### config.mk
export PLATFORM = sky130hd
export DESIGN_NAME = set_mode_ctrl
export DESIGN_NICKNAME = d
export VERILOG_FILES = /design/src/rtl/clock_pkg.sv /design/src/rtl/key_repeat.sv /design/src/rtl/set_mode_ctrl.sv
export SDC_FILE = /design/constraint.sdc
export NUM_CORES = 1
export LEC_CHECK = 0
export CORE_AREA = 2 2 60 104
export DETAILED_ROUTE_END_ITERATION = 12
export DIE_AREA = 0 0 62 106
export HOLD_SLACK_MARGIN = 0.1
export SYNTH_ARGS = -nofsm -noshare
export SYNTH_HDL_FRONTEND = slang
export SYNTH_SLANG_ARGS = --single-unit
### constraint.sdc
create_clock -name clock -period 3.7 [get_ports clock]
set_input_delay 1.11 -clock clock [delete_from_list [all_inputs] [get_ports clock]]
set_output_delay 1.11 -clock clock [all_outputs]
set_load 0.05 [all_outputs]
### src/rtl/clock_pkg.sv
// Shared encodings for the clock core: set-mode status codes and the
// digit-enable masks that select which display field is being edited.
package clock_pkg;

  typedef enum logic [2:0] {
    ST_TIME   = 3'd0,
    ST_HOUR   = 3'd1,
    ST_MINUTE = 3'd2,
    ST_MONTH  = 3'd3,
    ST_DAY    = 3'd4
  } status_t;

  localparam logic [3:0] MASK_TIME   = 4'b1111;
  localparam logic [3:0] MASK_HOUR   = 4'b1100;
  localparam logic [3:0] MASK_MINUTE = 4'b0011;
  localparam logic [3:0] MASK_MONTH  = 4'b1100;
  localparam logic [3:0] MASK_DAY    = 4'b0011;

  function automatic logic [3:0] field_mask(input status_t s);
    logic [3:0] m;
    case (s)
      ST_HOUR:   m = MASK_HOUR;
      ST_MINUTE: m = MASK_MINUTE;
      ST_MONTH:  m = MASK_MONTH;
      ST_DAY:    m = MASK_DAY;
      default:   m = MASK_TIME;
    endcase
    return m;
  endfunction

  function automatic status_t next_mode(input status_t s);
    status_t n;
    case (s)
      ST_TIME:   n = ST_HOUR;
      ST_HOUR:   n = ST_MINUTE;
      ST_MINUTE: n = ST_MONTH;
      ST_MONTH:  n = ST_DAY;
      default:   n = ST_TIME;
    endcase
    return n;
  endfunction

endpackage

### src/rtl/key_repeat.sv
// Hold-to-repeat for the add key: one fire per press, then one after
// REPEAT_DELAY held ticks and one every REPEAT_RATE ticks after that.
module key_repeat #(
  parameter int REPEAT_DELAY = 50,
  parameter int REPEAT_RATE  = 10
) (
  input  logic clock,
  input  logic reset,
  input  logic clear,
  input  logic pulse,
  input  logic held,
  input  logic tick_10ms,
  output logic fire
);

  localparam int DW = $clog2(REPEAT_DELAY + 1);
  localparam int RW = (REPEAT_RATE > 1) ? $clog2(REPEAT_RATE) : 1;
  localparam logic [DW-1:0] DELAY_MAX  = DW'(REPEAT_DELAY);
  localparam logic [DW-1:0] DELAY_LAST = DW'(REPEAT_DELAY - 1);
  localparam logic [RW-1:0] RATE_LAST  = RW'(REPEAT_RATE - 1);

  logic [DW-1:0] hold_cnt;
  logic [RW-1:0] rate_cnt;
  logic          armed;
  logic          delay_hit;
  logic          rate_hit;

  // hold_cnt saturates at the delay; rate_cnt only runs once armed
  assign armed     = (hold_cnt == DELAY_MAX);
  assign delay_hit = held && tick_10ms && (hold_cnt == DELAY_LAST);
  assign rate_hit  = held && tick_10ms && armed && (rate_cnt == RATE_LAST);
  assign fire      = !clear && (pulse || delay_hit || rate_hit);

  always_ff @(posedge clock) begin
    if (!reset || clear || !held) begin
      hold_cnt <= '0;
      rate_cnt <= '0;
    end else if (tick_10ms) begin
      if (!armed) begin
        hold_cnt <= hold_cnt + 1'b1;
      end else if (rate_cnt == RATE_LAST) begin
        rate_cnt <= '0;
      end else begin
        rate_cnt <= rate_cnt + 1'b1;
      end
    end
  end

endmodule

### src/rtl/set_mode_ctrl.sv
// Time-setting sequencer: mode FSM, add-key increments with auto-repeat,
// idle timeout, blink mask and seconds-chain run/clear control.
module set_mode_ctrl
  import clock_pkg::*;
#(
  parameter int REPEAT_DELAY = 50,
  parameter int REPEAT_RATE  = 10,
  parameter int IDLE_TIMEOUT = 10,
  parameter int BLINK_HALF   = 25
) (
  input  logic       clock,
  input  logic       reset,
  input  logic       tick_10ms,
  input  logic       tick_1s,
  input  logic       key_mode_pulse,
  input  logic       key_add_pulse,
  input  logic       key_add_held,
  output logic [2:0] status,
  output logic       inc_minute,
  output logic       inc_hour,
  output logic       inc_day,
  output logic       inc_month,
  output logic       clock_run,
  output logic       sec_clear,
  output logic [3:0] digit_en
);

  localparam int IW = $clog2(IDLE_TIMEOUT + 1);
  localparam int BW = (BLINK_HALF > 1) ? $clog2(BLINK_HALF) : 1;
  localparam logic [IW-1:0] IDLE_LAST  = IW'(IDLE_TIMEOUT - 1);
  localparam logic [BW-1:0] BLINK_LAST = BW'(BLINK_HALF - 1);

  status_t       state;
  status_t       state_next;
  logic          dirty;
  logic          dirty_next;
  logic          phase;
  logic          phase_next;
  logic [IW-1:0] idle_cnt;
  logic [IW-1:0] idle_next;
  logic [BW-1:0] blink_cnt;
  logic [BW-1:0] blink_next;

  logic          in_set;
  logic          rep_clear;
  logic          fire;
  logic          key_activity;
  logic          timeout;
  logic          enter_time;
  logic          inc_req;
  logic          inc_minute_next;
  logic          inc_hour_next;
  logic          inc_day_next;
  logic          inc_month_next;
  logic          run_next;
  logic          clear_next;
  logic [3:0]    digit_next;

  assign status       = state;
  assign in_set       = (state != ST_TIME);
  // a mode press always wins over add, and TIME ignores the add key
  assign rep_clear    = key_mode_pulse || !in_set;
  assign key_activity = key_mode_pulse || key_add_pulse || key_add_held;
  assign timeout      = in_set && tick_1s && !key_activity && (idle_cnt == IDLE_LAST);

  key_repeat #(
    .REPEAT_DELAY(REPEAT_DELAY),
    .REPEAT_RATE (REPEAT_RATE)
  ) u_key_repeat (
    .clock    (clock),
    .reset    (reset),
    .clear    (rep_clear),
    .pulse    (key_add_pulse),
    .held     (key_add_held),
    .tick_10ms(tick_10ms),
    .fire     (fire)
  );

  always_ff @(posedge clock) begin
    if (!reset) begin
      state      <= ST_TIME;
      dirty      <= 1'b0;
      phase      <= 1'b0;
      idle_cnt   <= '0;
      blink_cnt  <= '0;
      inc_minute <= 1'b0;
      inc_hour   <= 1'b0;
      inc_day    <= 1'b0;
      inc_month  <= 1'b0;
      clock_run  <= 1'b1;
      sec_clear  <= 1'b0;
      digit_en   <= MASK_TIME;
    end else begin
      state      <= state_next;
      dirty      <= dirty_next;
      phase      <= phase_next;
      idle_cnt   <= idle_next;
      blink_cnt  <= blink_next;
      inc_minute <= inc_minute_next;
      inc_hour   <= inc_hour_next;
      inc_day    <= inc_day_next;
      inc_month  <= inc_month_next;
      clock_run  <= run_next;
      sec_clear  <= clear_next;
      digit_en   <= digit_next;
    end
  end

  always_comb begin
    state_next = state;
    if (key_mode_pulse) begin
      state_next = next_mode(state);
    end else if (timeout) begin
      state_next = ST_TIME;
    end
  end

  always_comb begin
    inc_req         = fire && in_set;
    enter_time      = in_set && (state_next == ST_TIME);
    inc_hour_next   = inc_req && (state == ST_HOUR);
    inc_minute_next = inc_req && (state == ST_MINUTE);
    inc_month_next  = inc_req && (state == ST_MONTH);
    inc_day_next    = inc_req && (state == ST_DAY);

    // an edit is committed by zeroing seconds as TIME is re-entered
    clear_next = enter_time && dirty;
    dirty_next = enter_time ? 1'b0 : (dirty || inc_req);
    run_next   = !(dirty_next && (state_next != ST_TIME));

    idle_next = idle_cnt;
    if ((state_next == ST_TIME) || key_activity) begin
      idle_next = '0;
    end else if (tick_1s) begin
      idle_next = idle_cnt + 1'b1;
    end

    blink_next = blink_cnt;
    phase_next = phase;
    if ((state_next != state) || (state_next == ST_TIME)) begin
      blink_next = '0;
      phase_next = 1'b0;
    end else if (tick_10ms) begin
      if (blink_cnt == BLINK_LAST) begin
        blink_next = '0;
        phase_next = !phase;
      end else begin
        blink_next = blink_cnt + 1'b1;
      end
    end

    digit_next = (phase_next && !key_add_held) ? 4'b0000 : field_mask(state_next);
  end

endmodule
Word-level counts from Yosys, hierarchy flattened
Cells that the tools add are included.
{"block": "word_totals", "reg_bits": 34, "latchBits": 0, "mem_bits_rw": 0, "mem_bits_ro": 0, "in_bits": 7, "output_inout_bits": 13, "word_cells": 89, "n_memories": 0}
{"block": "op_classes", "add_sub_neg": 4, "n_mul": 0, "div_mod_pow": 0, "magnitude_cmp": 0, "n_eq_ne": 14, "shifts": 0, "muxes": 11, "bitwise_logic": 2, "reduce_logical": 44}
{"op": "$logic_and 1x1->1", "count": 17}
{"op": "$eq 3x2->1 const B", "count": 4}
{"op": "$eq 6x6->1 const B", "count": 2}
{"op": "$pmux 3 s4", "count": 1}
{"op": "$logic_or 1x1->1", "count": 10}
{"op": "$add 4x1->4 const B", "count": 2}
{"op": "$eq 4x4->1 const B", "count": 2}
{"op": "$mux 4", "count": 2}
{"op": "$pmux 4 s2", "count": 1}
{"op": "$reduce_or 2->1", "count": 4}
{"op": "$logic_not 1->1", "count": 7}
{"op": "$add 6x1->6 const B", "count": 1}
{"op": "$eq 3x1->1 const B", "count": 2}
{"op": "$eq 3x3->1 const B", "count": 2}
{"op": "$logic_not 3->1", "count": 2}
{"op": "$mux 3", "count": 2}
{"op": "$reduce_bool 3->1", "count": 2}
{"op": "$add 5x1->5 const B", "count": 1}
{"op": "$eq 5x5->1 const B", "count": 1}
{"op": "$mux 5", "count": 1}
{"op": "$mux 1", "count": 4}
{"op": "$reduce_and 2->1", "count": 2}
{"op": "$ne 3x3->1", "count": 1}
{"op": "$not 1->1", "count": 2}

Longest topological paths before layout
Gate-level depths: netlist of the first run.
{"block": "logic_depth", "word_depth": 12, "ltp_mapped": 6, "ltp_nobuf": 6}

Cells and area by module
From an unflattened synthesis of the first run, not the netlist that was laid out.
{"block": "unflattened", "hier_cells": 173, "hier_area_um2": 1554.0}
{"mod": "set_mode_ctrl", "n_inst": 1, "cells_each": 109, "area_each_um2": 1001.0, "seq_area_each_um2": 440.4}
{"mod": "key_repeat", "n_inst": 1, "cells_each": 64, "area_each_um2": 553.0, "seq_area_each_um2": 200.2}

Least setup slack after synthesis of the first run
Ideal clock, no wire load.
{"block": "synth_path", "path_kind": "register -> output", "from": "register digit_en[1]", "to": "output port digit_en[1]", "arrival_ns": 0.894, "required_time_ns": 2.590, "path_slack_ns": 1.696, "stages_incl_launch_ff": 2, "path_buffers": 1, "path_cell_list": "dfxtp_1 buf_4"}
{"element": "from (decl)", "line_no": "set_mode_ctrl.sv:25", "rtl": "output logic [3:0] digit_en"}
{"element": "from (signal assigned)", "line_no": "set_mode_ctrl.sv:105", "rtl": "digit_en <= digit_next;"}
No word-level cell between the ends.

Worst setup path after layout of the first run
{"block": "layout_path", "from": "register state[0], in the netlist status[0]", "to": "output port status[0]"}
{"element": "from (decl)", "line_no": "set_mode_ctrl.sv:33", "rtl": "status_t state;"}
{"element": "from (signal assigned)", "line_no": "set_mode_ctrl.sv:94", "rtl": "state <= state_next;"}
{"element": "to (decl)", "line_no": "set_mode_ctrl.sv:18", "rtl": "output logic [2:0] status,"}
No word-level cell between the ends.

==> flow_summary.json, run 1 <==
{
  "cts_buffer_depth": 2,
  "grt-ovfl-total": 0,
  "multi_input_area_sq_um": 844.6,
  "cts_tree": "built",
  "worst_r2r_path_depth": 6,
  "grt_setup_unrepaired": "false",
  "synth_area_sq_um": 1558,
  "postRouteAntennaNets": 0,
  "status": "finished, final reports clean",
  "hold_path_depth": 2,
  "cts-root-buf": "clkbuf_8",
  "rows": 37,
  "vias_per_cell": 4.479,
  "fmax_ghz": 0.3489,
  "power.switching_uw": 170.1,
  "antenna_found_initial": 0,
  "required_ns": 2.59,
  "ios": 20,
  "design_area_sq_um": 1886,
  "first_global_vias": 1157,
  "finalHoldViolCount": 0,
  "cp_max_fo": 13,
  "syn_to_final_growth_pct": 21.04,
  "htree_levels": 2,
  "ys_types": 45,
  "dpl_cell_area_sq_um": 1795,
  "initial_core_util_pct": 26.92,
  "num_vias": 1160,
  "irDropWorstVdd_mv": 0.1496,
  "drtPass1Iterations": 4,
  "gp_congestion": 0.7958,
  "track_usage_pct": 9.962,
  "synthesis.nets": 174,
  "grt_first_pass_wirelength_mm": 5.016,
  "post_cts_buffers": 0,
  "path_buf_inv": 1,
  "nets": 194,
  "ys_seq_area_share_pct": 41.12,
  "grt_max_degree": 14,
  "ys_warn_count": 0,
  "crit_path_end_kind": "primary output",
  "cp_slowest_cell": "clkdlybuf4s50_1",
  "crit_cells": 1,
  "fin_crit_sh_pct": 77.47,
  "maxCapViolCount": 0,
  "insertion_delay_ns": 0.28,
  "timing.setup.tns_ns": 0,
  "synthTopCellsByArea": "dfxtp_1 41%, xor2_1 6.2%, nor2_1 6.0%",
  "syn_area_per_cell_sq_um": 9.736,
  "arrival_ns": 1.76,
  "io_buffers": 19,
  "path_class": "reg -> out",
  "drc": 0,
  "crit_chain": "clkdlybuf4s50_1",
  "yosys.area.top_type": "dfxtp_1",
  "antenna_cells": 0,
  "die_y_um": 106,
  "synth_flop_cell": "dfxtp_1",
  "numCtsBuffers": 5,
  "p_clk_share_pct": 38.8,
  "fillers": 616,
  "power_density_nw_per_um2": 371.3,
  "max_stage_delay_ns": 0.89,
  "totalWireLength_mm": 2.817,
  "core_area_sq_um": 5787,
  "pwr-share-comb_pct": 10.2,
  "design.die.area_sq_um": 6572,
  "layout_common_cells": "32 x dfxtp_1, 25 x nor2_1, 19 x clkdlybuf4s50_1, 11 x xor2_1, 10 x nand2_1",
  "holdBufCountCts": 0,
  "cts_sinks": 32,
  "cp_top_family": "buffers and inverters",
  "regArea_sq_um": 640.6,
  "swShare_pct": 24.29,
  "intPower_uw": 530.0,
  "clk_pin_slew_ns": 0.06,
  "clock_skew_ns": 0.005442,
  "drtIter0Drc": 28,
  "post_drt_wl_per_cell_um": 10.88,
  "yosysTopAreaCellShare_pct": 41.12,
  "p_leak_nw": 0.6473,
  "slew_headroom_pct": 66.81,
  "synth_edf_count": 0,
  "ys_ff_latch": 32,
  "async_flop_share_pct": 0,
  "fin_crit_ns": 2.866,
  "hold_path_class": "reg -> reg",
  "dp_hpwl_mm": 2.096,
  "worst_setup_path_start_kind": "flip-flop",
  "setup_viol": 0,
  "worst_pin_slew_ns": 0.4963,
  "layout.cells.most_common": "dfxtp_1",
  "seqPwrFrac_pct": 51.0,
  "cts-resized-gates": 0,
  "syn_inst": 160,
  "die_x_um": 62,
  "drive_above_1_share_pct": 10.50,
  "maxSlewViolCount": 0
}
cells in the mapped netlist (3+ instances only):
library cell	n
dfxtp_1	32
nor2_1	25
xor2_1	11
nand2_1	10
nor2b_1	8
ha_1	7
inv_1	6
nand4_1	6
xnor2_1	4
a21oi_1	3
buf_4	3
mux2i_1	3
nand3_1	3
layout make-up:
type	count	area share, %
multi-input cells	116	44.79
clock buffers	8	4.778
well taps	78	5.176
inverters	6	1.194
repair buffers	19	10.09
flip-flops and latches	32	33.97
stage by stage:
stage / std cells / total power [mW] / hold slack, ns / util [%] / setup slack (ns)
global route: 259 / 0.7343 / 0.5074 / 32.58 / 0.7558
detailed placement: 251 / 0.4369 / 0.4825 / 31.03 / 0.9748
global placement: 251 / 0.4359 / 0.4700 / 31.03 / 1.004
floorplan: 160 / 0.4145 / 0.4511 / - / 1.696
finish: 259 / 0.7000 / 0.4857 / 32.58 / 0.8336
CTS: 259 / 0.7119 / 0.4914 / 32.58 / 0.8108
power groups by stage:
stage                     Clock, mW  Combinational, mW  Sequential (mW)
after floorplan                   0             0.0413            0.373
final                         0.272             0.0715            0.357
after CTS                     0.283             0.0720            0.357
after global placement            0             0.0710            0.365
after global routing          0.299             0.0776            0.358
after detailed placement          0             0.0719            0.365
state kept, by name, summed over array words and instances, names as in the netlist:
register	count
digit_en	2
blink_cnt	5
inc_day	1
idle_cnt	4
u_key_repeat.hold_cnt	6
u_key_repeat.rate_cnt	4
clock_run	1
inc_month	1
dirty	1
inc_minute	1
status	3
inc_hour	1
sec_clear	1
phase	1
path summary, 6_finish.rpt:
path                                          startpoint         to  slack [ns]
worst max-delay path                           status[0]  status[0]        0.83
worst min-delay path                               dirty  sec_clear        0.49
worst max register to register  u_key_repeat.hold_cnt[0]  clock_run        2.04
worst min register to register                     dirty  sec_clear        0.49
per-layer routing:
metal | wire length (um) | global-route usage [%]
met5 | 0 | 0
met4 | 56 | 5.471
met3 | 105 | 2.190
met2 | 1461 | 16.29
met1 | 1193 | 11.38
kinds of logic after synthesis:
family,Yosys count,synth area share (%)
adders and majority gates,7,5.622
xor gates and xnor gates,15,8.433
buffers and inverters,12,4.658
muxes,3,1.928
and+or+nand+nor,71,26.83
DFF,32,41.12
AOI/OAI and AO/OA,20,11.41
Note: power is estimated with default switching activity, not from simulation.
==> inputs of run 2 (changes only) <==
clock period = 2.8 ns   (was 3.7 ns; I/O delays follow)
==> run 2 against run 1 <==
Net effect:
- first-iteration DRC count up 68%
- via count up 0.43%
- sequential power up 31%
- power up 43%
- combinational power up 47%
- utilization up 0.82 points
- hold slack better by 0.00091 ns
- sequential cell count unchanged
- final cell count up 1.5%
==> flow_summary.json, run 2 (synthesized netlist as in run 1, its figures left out) <==
{
  "numCtsBuffers": 5,
  "setup_viol": 0,
  "place_inst": 255,
  "worst_setup_path_start_kind": "flip-flop",
  "num_vias": 1165,
  "path_buf_inv": 1,
  "totalWireLength_mm": 2.949,
  "layout.cells.most_common": "dfxtp_1",
  "rows": 37,
  "registers.top_by_ff_count": "u_key_repeat.hold_cnt",
  "seqPwrFrac_pct": 46.4,
  "swShare_pct": 23.52,
  "holdBufCountCts": 0,
  "grt-ovfl-total": 0,
  "maxSlewViolCount": 0,
  "fin_crit_ns": 2.295,
  "fmax_ghz": 0.4358,
  "drtIter0Drc": 47,
  "post_drt_wl_per_cell_um": 11.21,
  "io_buffers": 19,
  "power_mw": 1.003,
  "vias_per_cell": 4.430,
  "maxCapViolCount": 0,
  "path_class": "reg -> out",
  "fin_hold_ws_ns": 0.4866,
  "met1_length_mm": 1.204,
  "worst_pin_slew_ns": 0.4920,
  "pwr-share-comb_pct": 10.4,
  "cts_buffer_depth": 2,
  "instances_no_fill": 263,
  "clk_pin_slew_ns": 0.07,
  "gp_congestion": 0.8011,
  "fillers": 584,
  "timing.setup.tns_ns": 0,
  "die_x_um": 62,
  "hold_path_class": "reg -> reg",
  "status": "finished, final reports clean",
  "cp_max_fo": 2,
  "clock_skew_ns": 0.01058,
  "track_usage_pct": 10.52,
  "insertion_delay_ns": 0.28,
  "dr_wl_met2_mm": 1.561,
  "cp_slowest_cell": "clkdlybuf4s50_1",
  "cts_sinks": 32,
  "die_y_um": 106,
  "syn_to_final_growth_pct": 24.10,
  "initial_core_util_pct": 26.92,
  "first_global_vias": 1203,
  "core_area_sq_um": 5787,
  "final_util_pct": 33.41,
  "crit_chain": "clkdlybuf4s50_1",
  "intPower_uw": 767.4,
  "layout_common_cells": "32 x dfxtp_1, 25 x nor2_1, 19 x clkdlybuf4s50_1, 11 x xor2_1, 10 x nand2_1",
  "htree_levels": 2,
  "cts-resized-gates": 0,
  "grt_setup_unrepaired": "false",
  "fin_crit_sh_pct": 81.96,
  "power_density_nw_per_um2": 519.1,
  "cp_top_family": "buffers and inverters",
  "required_ns": 1.96,
  "worst_r2r_path_depth": 6,
  "slew_headroom_pct": 67.09,
  "drive_above_1_share_pct": 12.97,
  "max_stage_delay_ns": 0.81,
  "power.switching_uw": 236.0,
  "grt_max_degree": 13,
  "hold_path_depth": 2,
  "crit_cells": 1,
  "antenna_cells": 0,
  "largest_reg_flops": 6,
  "irDropWorstVdd_mv": 0.3047,
  "grt_first_pass_wirelength_mm": 5.195,
  "cts_tree": "built",
  "post_cts_buffers": 0,
  "ios": 20,
  "dp_hpwl_mm": 2.176,
  "p_clk_share_pct": 43.2,
  "drc": 0,
  "design.die.area_sq_um": 6572,
  "drtPass1Iterations": 4,
  "routed.top_layer": "met4",
  "met3_length_um": 109,
  "p_leak_nw": 0.6777,
  "antenna_found_initial": 0,
  "nets": 198,
  "cts-root-buf": "clkbuf_8",
  "arrival_ns": 1.45,
  "finalHoldViolCount": 0,
  "postRouteAntennaNets": 0,
  "largestRegisters": "u_key_repeat.hold_cnt: 6 flops, blink_cnt: 5 flops",
  "crit_path_end_kind": "primary output"
}
[run 2: cell count changes in the layout (fill, tap and decap cells not counted)]
cell / previous run / this run
buf_4: 0 / 4
bufinv_16: 0 / 1
clkbuf_1: 2 / 1
clkbuf_8: 6 / 5
clkinv_2: 0 / 1
[run 2: final timing paths]
| check | from | endpoint | slack, ns |
|---|---|---|---|
| worst max register to register | u_key_repeat.hold_cnt[0] | dirty | 1.17 |
| worst max-delay path | digit_en[2] | digit_en[2] | 0.51 |
| worst min-delay path | u_key_repeat.rate_cnt[3] | u_key_repeat.rate_cnt[3] | 0.49 |
| worst min register to register | u_key_repeat.rate_cnt[3] | u_key_repeat.rate_cnt[3] | 0.49 |
[run 2: final cells by class]
| type | instances | area (sq um) | share of cell area (%) |
|---|---|---|---|
| multi-input cells | 116 | 844.6 | 43.69 |
| flip-flops and latches | 32 | 640.6 | 33.14 |
| well taps | 78 | 97.59 | 5.049 |
| clock buffers | 6 | 72.57 | 3.754 |
| repair buffers | 23 | 220.2 | 11.39 |
| inverters | 6 | 22.52 | 1.165 |
| clock inverters | 2 | 35.03 | 1.812 |
[run 2: power by group through the flow]
stage | Combinational [mW] | Clock [mW] | Sequential [mW]
2_1_floorplan | 0.0546 | 0 | 0.493
3_5_place_dp | 0.105 | 0 | 0.476
6_report | 0.105 | 0.433 | 0.466
4_1_cts | 0.105 | 0.447 | 0.466
3_3_place_gp | 0.105 | 0 | 0.476
5_1_grt | 0.113 | 0.465 | 0.467
[run 2: worst min-delay path: stages, from the launching register on]
cell,delay [ns]
dfxtp_1,0.31
o21ai_0,0.07
a21oi_1,0.06
[run 2: per-stage QoR]
step	area [sq um]	setup WS, ns
after floorplan	1558	1.066
after global placement	1826	0.3977
after detailed placement	1826	0.3894
after CTS	1933	0.4681
after global routing	1933	0.4517
final	1933	0.5052
[run 2: routing by layer]
metal / global-route usage [%] / vias to the layer above
li1: - / 598
met1: 10.83 / 543
met2: 17.86 / 19
met3: 3.285 / 5
met4: 5.623 / 0
met5: 0 / -
==> inputs of run 3 (changes only) <==
clock period = 2.25 ns   (was 2.8 ns; I/O delays follow)
==> run 3 against run 2 <==
Net effect:
- sequential cell count unchanged
- wire length up 2.1%
- global-route usage grew 0.25 points
==> flow_summary.json, run 3 (synthesized netlist as in run 1, its figures left out) <==
{
  "status": "finished, final reports clean",
  "worst_r2r_path_depth": 6,
  "cts_sinks": 32,
  "design.die.area_sq_um": 6572,
  "cp_max_fo": 2,
  "whs_endpoint": "u_key_repeat.rate_cnt[3]",
  "timing.rr.start": "u_key_repeat.hold_cnt[0]",
  "post_drt_wl_per_cell_um": 11.37,
  "core_area_sq_um": 5787,
  "path_class": "reg -> out",
  "insertion_delay_ns": 0.28,
  "design_area_sq_um": 1937,
  "path_buf_inv": 1,
  "antenna_found_initial": 0,
  "maxCapViolCount": 0,
  "power_mw": 1.191,
  "holdBufCountCts": 0,
  "hold_path_class": "reg -> reg",
  "dpl_cell_area_sq_um": 1841,
  "die_y_um": 106,
  "grt-ovfl-total": 0,
  "dp_hpwl_mm": 2.308,
  "track_usage_pct": 10.77,
  "setup_viol": 0,
  "syn_to_final_growth_pct": 24.34,
  "drtPass1Iterations": 4,
  "cts_buffer_depth": 2,
  "numCtsBuffers": 5,
  "nets": 201,
  "grt_max_degree": 11,
  "hold_path_depth": 2,
  "die_x_um": 62,
  "grt_setup_unrepaired": "false",
  "irDropWorstVdd_mv": 0.1487,
  "fmax_ghz": 0.4741,
  "post_cts_buffers": 0,
  "layout.cells.most_common": "dfxtp_1",
  "drtIter0Drc": 55,
  "cp_top_family": "buffers and inverters",
  "drive_above_1_share_pct": 16.04,
  "timing.setup.tns_ns": 0,
  "first_global_vias": 1227,
  "cts_tree": "built",
  "totalWireLength_mm": 3.012,
  "io_buffers": 19,
  "ff2ff_setup_slack_ns": 0.57,
  "grt_first_pass_wirelength_mm": 5.333,
  "setup_ws_ns": 0.1409,
  "worst_pin_slew_ns": 0.5053,
  "vias_per_cell": 4.543,
  "fin_crit_ns": 2.109,
  "place_inst": 258,
  "clk_pin_slew_ns": 0.07,
  "power_density_nw_per_um2": 615.0,
  "cp_slowest_cell": "clkdlybuf4s50_1",
  "htree_levels": 2,
  "finalHoldViolCount": 0,
  "hold_path.startpoint": "u_key_repeat.rate_cnt[3]",
  "largestRegisters": "u_key_repeat.hold_cnt: 6 flops, blink_cnt: 5 flops",
  "fin_crit_sh_pct": 93.74,
  "worst_setup_path_start_kind": "flip-flop",
  "registers.top_by_ff_count": "u_key_repeat.hold_cnt",
  "required_ns": 1.57,
  "max_stage_delay_ns": 0.81,
  "cts-root-buf": "clkbuf_8",
  "fillers": 606,
  "antenna_cells": 0,
  "cts-resized-gates": 0,
  "slew_headroom_pct": 66.21,
  "num_vias": 1204,
  "initial_core_util_pct": 26.92,
  "drc": 0,
  "instances_no_fill": 265,
  "rows": 37,
  "p_leak_nw": 0.6914,
  "place_ws_ns": 0.09099,
  "gp_congestion": 0.7799,
  "largest_reg_flops": 6,
  "postRouteAntennaNets": 0,
  "layout_common_cells": "32 x dfxtp_1, 25 x nor2_1, 16 x clkdlybuf4s50_1, 11 x xor2_1",
  "maxSlewViolCount": 0,
  "arrival_ns": 1.43,
  "ios": 20,
  "r2r-end": "dirty",
  "crit_path_end_kind": "primary output",
  "clock_skew_ns": 0.003729,
  "crit_chain": "clkdlybuf4s50_1"
}
==> run 3: cell types whose count changed in the layout (fill, tap and decap cells not counted) <==
| cell | previous run | this run |
|---|---|---|
| bufinv_16 | 1 | 0 |
| buf_4 | 4 | 10 |
| clkdlybuf4s50_1 | 19 | 16 |
| clkbuf_8 | 5 | 7 |
| clkinv_2 | 1 | 0 |
| clkbuf_1 | 1 | 0 |
==> run 3: per-layer routing <==
layer / up-vias / share of wire (%) / global-route usage [%]
met5: - / 0 / 0
met4: 0 / 3.5 / 7.599
met3: 9 / 4.3 / 2.920
met2: 24 / 53 / 17.93
met1: 567 / 39 / 10.79
li1: 604 / - / -
==> run 3: per-stage QoR <==
step	hold slack, ns	utilization, %
after floorplan	0.4511	-
after global placement	0.4751	31.81
after detailed placement	0.4837	31.81
after CTS	0.4931	33.47
after global routing	0.5282	33.47
final	0.4886	33.47
==> run 3: worst min-delay path, cell delays in order, from the launching register on <==
cell and delay, ns:
dfxtp_1 0.31, o21ai_0 0.07, a21oi_1 0.06
==> run 3: power by group <==
group / leakage (nW) / switching, mW / internal [mW]
clock: 0.0503 / 0.204 / 0.272
sequential: 0.259 / 0.0104 / 0.575
combinational: 0.382 / 0.0747 / 0.0547
total: 0.691 / 0.289 / 0.902
==> run 3: final cells by class <==
class	instances	area (sq um)	area share (%)
Tap cell	78	97.59	5.039
Inverter	6	22.52	1.163
Multi-Input combinational cell	116	844.6	43.60
Timing Repair Buffer	26	235.2	12.14
Clock buffer	7	96.34	4.974
Sequential cell	32	640.6	33.07
==> run 3: worst max path at each step <==
stage | from | to | slack [ns] | depth (start not counted)
after floorplan | status[1] | digit_en[2] | 0.54 | 5
after global routing | digit_en[2] | digit_en[2] | 0.07 | 1
after CTS | digit_en[2] | digit_en[2] | 0.1 | 1
after global placement | tick_1s | digit_en[1] | 0.09 | 5
final | digit_en[2] | digit_en[2] | 0.14 | 1
after detailed placement | reset | idle_cnt[1] | 0.09 | 4
